==> src/rtl/ip_proto_dispatch_pkg.sv <==
// Shared types for the IP protocol dispatcher: FSM state encoding and counter width.
// Falls back to an 8-bit protocol field when the protocol defines are not already loaded.
`ifndef PROTOCOL_W
`define PROTOCOL_W 8
`endif

package ip_proto_dispatch_pkg;

  typedef enum logic [2:0] {
    ST_IDLE       = 3'd0,
    ST_LOOKUP     = 3'd1,
    ST_HDR_OUT    = 3'd2,
    ST_DATA_PASS  = 3'd3,
    ST_DATA_DRAIN = 3'd4
  } dispatch_state_e;

  localparam int STATS_CNT_W = 32;

endpackage

==> src/rtl/ip_dispatch_stats.sv <==
// Pass/drop packet counters for the dispatcher, built only when IP_DISPATCH_STATS_EN is defined.
// Counters wrap naturally at 2^32.
`ifdef IP_DISPATCH_STATS_EN
module ip_dispatch_stats
  import ip_proto_dispatch_pkg::*;
(
  input  logic                   clk,
  input  logic                   rst,
  input  logic                   pass_inc,
  input  logic                   drop_inc,
  output logic [STATS_CNT_W-1:0] pass_cnt,
  output logic [STATS_CNT_W-1:0] drop_cnt
);

  always_ff @(posedge clk or posedge rst) begin
    if (rst) begin
      pass_cnt <= '0;
      drop_cnt <= '0;
    end else begin
      if (pass_inc) pass_cnt <= pass_cnt + 1'b1;
      if (drop_inc) drop_cnt <= drop_cnt + 1'b1;
    end
  end

endmodule
`endif

==> src/rtl/ip_proto_dispatch.sv <==
// Routes one packet at a time to a destination chosen by an external protocol CAM; misses are drained.
// Optional pass/drop counters are enabled with IP_DISPATCH_STATS_EN.
//
//   state         | meaning
//   --------------+-------------------------------------------------
//   ST_IDLE       | ready for a header, payload blocked
//   ST_LOOKUP     | single-cycle CAM lookup on the registered protocol
//   ST_HDR_OUT    | registered header offered to the destination
//   ST_DATA_PASS  | payload forwarded combinationally to destination
//   ST_DATA_DRAIN | payload accepted and discarded until last beat
`ifndef PROTOCOL_W
`define PROTOCOL_W 8
`endif

module ip_proto_dispatch
  import ip_proto_dispatch_pkg::*;
#(
  parameter int DST_ID_W   = 1,
  parameter int DATA_W     = 256,
  parameter int META_W     = 64,
  parameter int PADBYTES_W = $clog2(DATA_W/8)
) (
  input  logic                   clk,
  input  logic                   rst,

  input  logic                   src_dispatch_hdr_val,
  input  logic [`PROTOCOL_W-1:0] src_dispatch_hdr_protocol,
  input  logic [META_W-1:0]      src_dispatch_hdr_meta,
  output logic                   dispatch_src_hdr_rdy,

  input  logic                   src_dispatch_data_val,
  input  logic [DATA_W-1:0]      src_dispatch_data,
  input  logic                   src_dispatch_data_last,
  input  logic [PADBYTES_W-1:0]  src_dispatch_data_padbytes,
  output logic                   dispatch_src_data_rdy,

  output logic                   rd_cam_val,
  output logic [`PROTOCOL_W-1:0] rd_cam_tag,
  input  logic [DST_ID_W-1:0]    rd_cam_data,
  input  logic                   rd_cam_hit,

  output logic                   dispatch_dst_hdr_val,
  output logic [META_W-1:0]      dispatch_dst_hdr_meta,
  output logic [DST_ID_W-1:0]    dispatch_dst_id,
  input  logic                   dst_dispatch_hdr_rdy,

  output logic                   dispatch_dst_data_val,
  output logic [DATA_W-1:0]      dispatch_dst_data,
  output logic                   dispatch_dst_data_last,
  output logic [PADBYTES_W-1:0]  dispatch_dst_data_padbytes,
`ifdef IP_DISPATCH_STATS_EN
  output logic [STATS_CNT_W-1:0] dispatch_pass_cnt,
  output logic [STATS_CNT_W-1:0] dispatch_drop_cnt,
`endif
  input  logic                   dst_dispatch_data_rdy
);

  dispatch_state_e state, state_nxt;

  logic [`PROTOCOL_W-1:0] proto_q;
  logic [META_W-1:0]      meta_q;
  logic [DST_ID_W-1:0]    id_q;
  logic                   hit_q;

  always_ff @(posedge clk or posedge rst) begin
    if (rst) state <= ST_IDLE;
    else     state <= state_nxt;
  end

  // Header fields are captured only at their handshake, so they stay stable through ST_HDR_OUT.
  always_ff @(posedge clk or posedge rst) begin
    if (rst) begin
      proto_q <= '0;
      meta_q  <= '0;
      id_q    <= '0;
      hit_q   <= 1'b0;
    end else begin
      if (state == ST_IDLE && src_dispatch_hdr_val) begin
        proto_q <= src_dispatch_hdr_protocol;
        meta_q  <= src_dispatch_hdr_meta;
      end
      if (state == ST_LOOKUP) begin
        hit_q <= rd_cam_hit;
        id_q  <= rd_cam_data;
      end
    end
  end

  always_comb begin
    state_nxt             = state;
    dispatch_src_hdr_rdy  = 1'b0;
    rd_cam_val            = 1'b0;
    dispatch_dst_hdr_val  = 1'b0;
    dispatch_src_data_rdy = 1'b0;
    dispatch_dst_data_val = 1'b0;
    case (state)
      ST_IDLE: begin
        // Ready is withheld while reset is held so nothing handshakes into a block being cleared.
        dispatch_src_hdr_rdy = !rst;
        if (src_dispatch_hdr_val) state_nxt = ST_LOOKUP;
      end
      ST_LOOKUP: begin
        rd_cam_val = 1'b1;
        state_nxt  = rd_cam_hit ? ST_HDR_OUT : ST_DATA_DRAIN;
      end
      ST_HDR_OUT: begin
        dispatch_dst_hdr_val = hit_q;
        if (hit_q && dst_dispatch_hdr_rdy) state_nxt = ST_DATA_PASS;
      end
      ST_DATA_PASS: begin
        dispatch_dst_data_val = src_dispatch_data_val;
        dispatch_src_data_rdy = dst_dispatch_data_rdy;
        if (src_dispatch_data_val && dst_dispatch_data_rdy && src_dispatch_data_last)
          state_nxt = ST_IDLE;
      end
      ST_DATA_DRAIN: begin
        dispatch_src_data_rdy = 1'b1;
        if (src_dispatch_data_val && src_dispatch_data_last) state_nxt = ST_IDLE;
      end
      default: state_nxt = ST_IDLE;
    endcase
  end

  assign rd_cam_tag                 = proto_q;
  assign dispatch_dst_hdr_meta      = meta_q;
  assign dispatch_dst_id            = id_q;
  assign dispatch_dst_data          = src_dispatch_data;
  assign dispatch_dst_data_last     = src_dispatch_data_last;
  assign dispatch_dst_data_padbytes = src_dispatch_data_padbytes;

`ifdef IP_DISPATCH_STATS_EN
  logic lookup_pass, lookup_drop;

  assign lookup_pass = (state == ST_LOOKUP) &&  rd_cam_hit;
  assign lookup_drop = (state == ST_LOOKUP) && !rd_cam_hit;

  ip_dispatch_stats u_stats (
    .clk      (clk),
    .rst      (rst),
    .pass_inc (lookup_pass),
    .drop_inc (lookup_drop),
    .pass_cnt (dispatch_pass_cnt),
    .drop_cnt (dispatch_drop_cnt)
  );
`endif

endmodule

==> config.mk <==
export PLATFORM = sky130hd
export DESIGN_NAME = ip_proto_dispatch
export DESIGN_NICKNAME = d
export VERILOG_FILES = /design/src/rtl/ip_proto_dispatch_pkg.sv /design/src/rtl/ip_dispatch_stats.sv /design/src/rtl/ip_proto_dispatch.sv
export SDC_FILE = /design/constraint.sdc
export NUM_CORES = 1
export LEC_CHECK = 0
export BUFFER_PORTS_ARGS = -buffer_cell sky130_fd_sc_hd__buf_2
export CAP_MARGIN = 20
export CORE_AREA = 2 2 265 267
export CTS_BUF_LIST = sky130_fd_sc_hd__clkbuf_8
export CTS_CLUSTER_DIAMETER = 30
export DETAILED_ROUTE_END_ITERATION = 16
export DIE_AREA = 0 0 267 269
export PLACE_DENSITY = 0.3
export SLEW_MARGIN = 20
export SYNTH_ARGS = -nofsm -noshare
export SYNTH_HDL_FRONTEND = slang
export SYNTH_HIERARCHICAL = 1
export SYNTH_SLANG_ARGS = --single-unit
==> constraint.sdc <==
create_clock -name clk -period 5.99 [get_ports clk]
set_input_delay 0.599 -clock clk [delete_from_list [all_inputs] [get_ports clk]]
set_output_delay 0.599 -clock clk [all_outputs]
set_load 0.03 [all_outputs]
==> results.sh <==
export IMPL_insertion_delay_ns=0.42
export IMPL_track_usage_pct=4.39
export IMPL_async_reset_ff_share_pct=100
export IMPL_ant_nets=0
export IMPL_peakVddDrop_v=0.000148
export IMPL_synth_top_area_share_pct=37.0
export IMPL_drt_wirelength_per_cell_um=12.5
export IMPL_final_hold_violation_count=0
export IMPL_worstSetupEndpointType="primary output"
export IMPL_htree_levels=3
export IMPL_die_w_um=267
export IMPL_ys_flop_type="dfrtp_1"
export IMPL_avgViaCountPerCell=2.00
export IMPL_clk_pin_slew_ns=0.12
export IMPL_syn_avg_cell_area_um2=11.9
export IMPL_postPlaceCellArea_um2=5170
export IMPL_yosys_cell_count_top_type="buf_4"
export IMPL_clockRootBuffer="clkbuf_8"
export IMPL_min_period_over_period_pct=43.4
export IMPL_crit_arrival_ns=2.00
export IMPL_cts_sinks=77
export IMPL_cts_path_max_buffers=2
export IMPL_p_leak_nw=2.23
export IMPL_syn_inst=445
export IMPL_antenna_found_initial=0
export IMPL_skew_ns=0.0244
export IMPL_yosysSeqAreaShare_pct=36.3
export IMPL_finalSetupViolCount=0
export IMPL_num_rows=97
export IMPL_syn_area_um2=5310
export IMPL_port_buffer_count=159
export IMPL_final_layout_size_suffix_gt1_share_pct=72.9
export IMPL_ioPinCount=682
export IMPL_fp_dieArea_um2=71800
export IMPL_grt_max_degree=55
export IMPL_postCtsSetupRepairBufs=0
export IMPL_crit_type="reg2out"
export IMPL_ys_top_cells_by_count="262 x buf_4, 77 x dfrtp_1, 70 x mux2_4"
export IMPL_wirelength_um=16200
export IMPL_antennaDiodeCount=0
export IMPL_dp_hpwl_um=12300
export IMPL_period_needed_ns=2.60
export IMPL_numCtsBuffers=9
export IMPL_core_area_um2=69300
export IMPL_fmax_mhz=384
export IMPL_slew_headroom_pct=39.5
export IMPL_critical_path_startpoint_type="flip-flop"
export IMPL_required_ns=5.39
export IMPL_status="finished, final reports clean"
export IMPL_synth_edff_count=0
export IMPL_synth_seq_cells=77
export IMPL_pwr_density_cell_nw_per_um2=544
export IMPL_drt_iter0_drc=76
export IMPL_grt_pass1_wl_um=20900
export IMPL_grt_setup_unrepaired="false"
export IMPL_report_final_slew_viol_count=0
export IMPL_hold_path_class="in2async"
export IMPL_gr_total_overflow=0
export IMPL_start_util_pct=7.66
export IMPL_drtPass1Iterations=4
export IMPL_post_synth_top_area_cell="buf_4"
export IMPL_gp_congestion=0.610
export IMPL_maxCapViolations=0
export IMPL_synth_area_leaders="buf_4 37%, dfrtp_1 36%, mux2_4 20%"
export IMPL_design_area_um2=5380
export IMPL_cts_resized_gates=0
export IMPL_area_growth_pct=1.34
export IMPL_syn_nets=787
export IMPL_grt_pass1_vias=2653
export IMPL_final_nets=688
export IMPL_yosysUniqueCellTypes=23
export IMPL_drcViolationCount=0
export IMPL_cts_tree="done"
export IMPL_yosysWarnings=6
export IMPL_cp_max_fo=10
export IMPL_via_count=2581
export IMPL_tightestPinTransition_ns=0.907
export IMPL_tns_ns=0
export IMPL_hold_buffers=0
export IMPL_die_y_um=269
area by class of cell:
class | count | area, um2
clock inverters | 7 | 81.3
multi-input cells | 93 | 1240
well taps | 940 | 1180
repair buffers | 163 | 826
fillers | 8089 | 63900
flip-flops and latches | 77 | 1930
inverters | 2 | 10.0
clock buffers | 9 | 124
worst max-delay path, cell delays in order (launching register included):
cell	delay (ns)
dfrtp_1	0.55
inv_1	0.10
nor3_1	0.60
buf_2	0.32
kinds of logic (layout without fill, tap and decap cells):
family                 count (synthesis)  in the layout  share of synthesized area [%]
buffers and inverters                275            181                           40.4
and+or+nand+nor                       13             13                           1.79
AOI/OAI and AO/OA                      6              6                          0.848
muxes                                 74             74                           20.6
DFF                                   77             77                           36.3
power breakdown:
group	switching, W	leakage [nW]	total [W]	internal (W)
Sequential	0.000162	0.911	0.000948	0.000786
Combinational	0.000866	1.23	0.00152	0.000650
Clock	0.000266	0.0944	0.000464	0.000198
Total	0.00129	2.23	0.00293	0.00163
layer usage:
layer / vias up / GRT usage, % / routed length [um]
met4: 0 / 5.42 / 1770
met2: 315 / 5.76 / 6590
met5: - / 0 / 0
li1: 972 / - / -
met1: 1167 / 3.32 / 4530
met3: 127 / 4.36 / 3280
flip-flops by register name, indices dropped and copies added, names as in the netlist:
signal,flops
dispatch_dst_hdr_meta,64
state,3
rd_cam_tag,8
hit_q,1
dispatch_dst_id,1
final timing paths:
kind                       slack [ns]                         to                       from  depth (start not counted)
max                              3.39                 rd_cam_val                   state[0]                          3
max in group asynchronous        4.65  dispatch_dst_hdr_meta[10]                        rst                          3
min in group clk                 0.39  dispatch_dst_hdr_meta[25]  src_dispatch_hdr_meta[25]                          2
min                              0.17                   state[0]                        rst                          2
max reg2reg                      3.56  dispatch_dst_hdr_meta[10]                   state[1]                          4
min reg2reg                      0.51   dispatch_dst_hdr_meta[9]   dispatch_dst_hdr_meta[9]                          1
through the flow:
step / worst slack [ns] / utilization (%) / cells / power, W / hold WS [ns]
finish: 3.39 / 7.76 / 1291 / 0.00293 / 0.173
global route: 3.14 / 7.76 / 1291 / 0.00313 / 0.146
CTS: 3.21 / 7.76 / 1291 / 0.00302 / 0.129
detailed placement: 3.53 / 7.47 / 1275 / 0.00250 / 0.487
global placement: 3.54 / 7.47 / 1275 / 0.00250 / 0.486
floorplan: 3.42 / - / 445 / 0.00245 / 0.496
layout by cell type (no fill, tap or decap):
cell,count
nor3b_1,1
mux2_4,70
buf_4,4
nor4b_4,1
buf_2,159
nor2_1,2
nand2_1,2
inv_1,1
inv_8,1
inv_4,1
a32o_1,1
a31oi_1,2
dfrtp_1,77
nor3_1,1
nor4_1,1
and4bb_2,1
clkinvlp_4,3
o32ai_1,1
inv_6,2
mux2_2,4
a21oi_1,1
nor2b_1,2
clkbuf_8,9
a311oi_1,1
and3_1,2
bufinv_16,1
No activity file was read; power rests on OpenSTA's default activity.
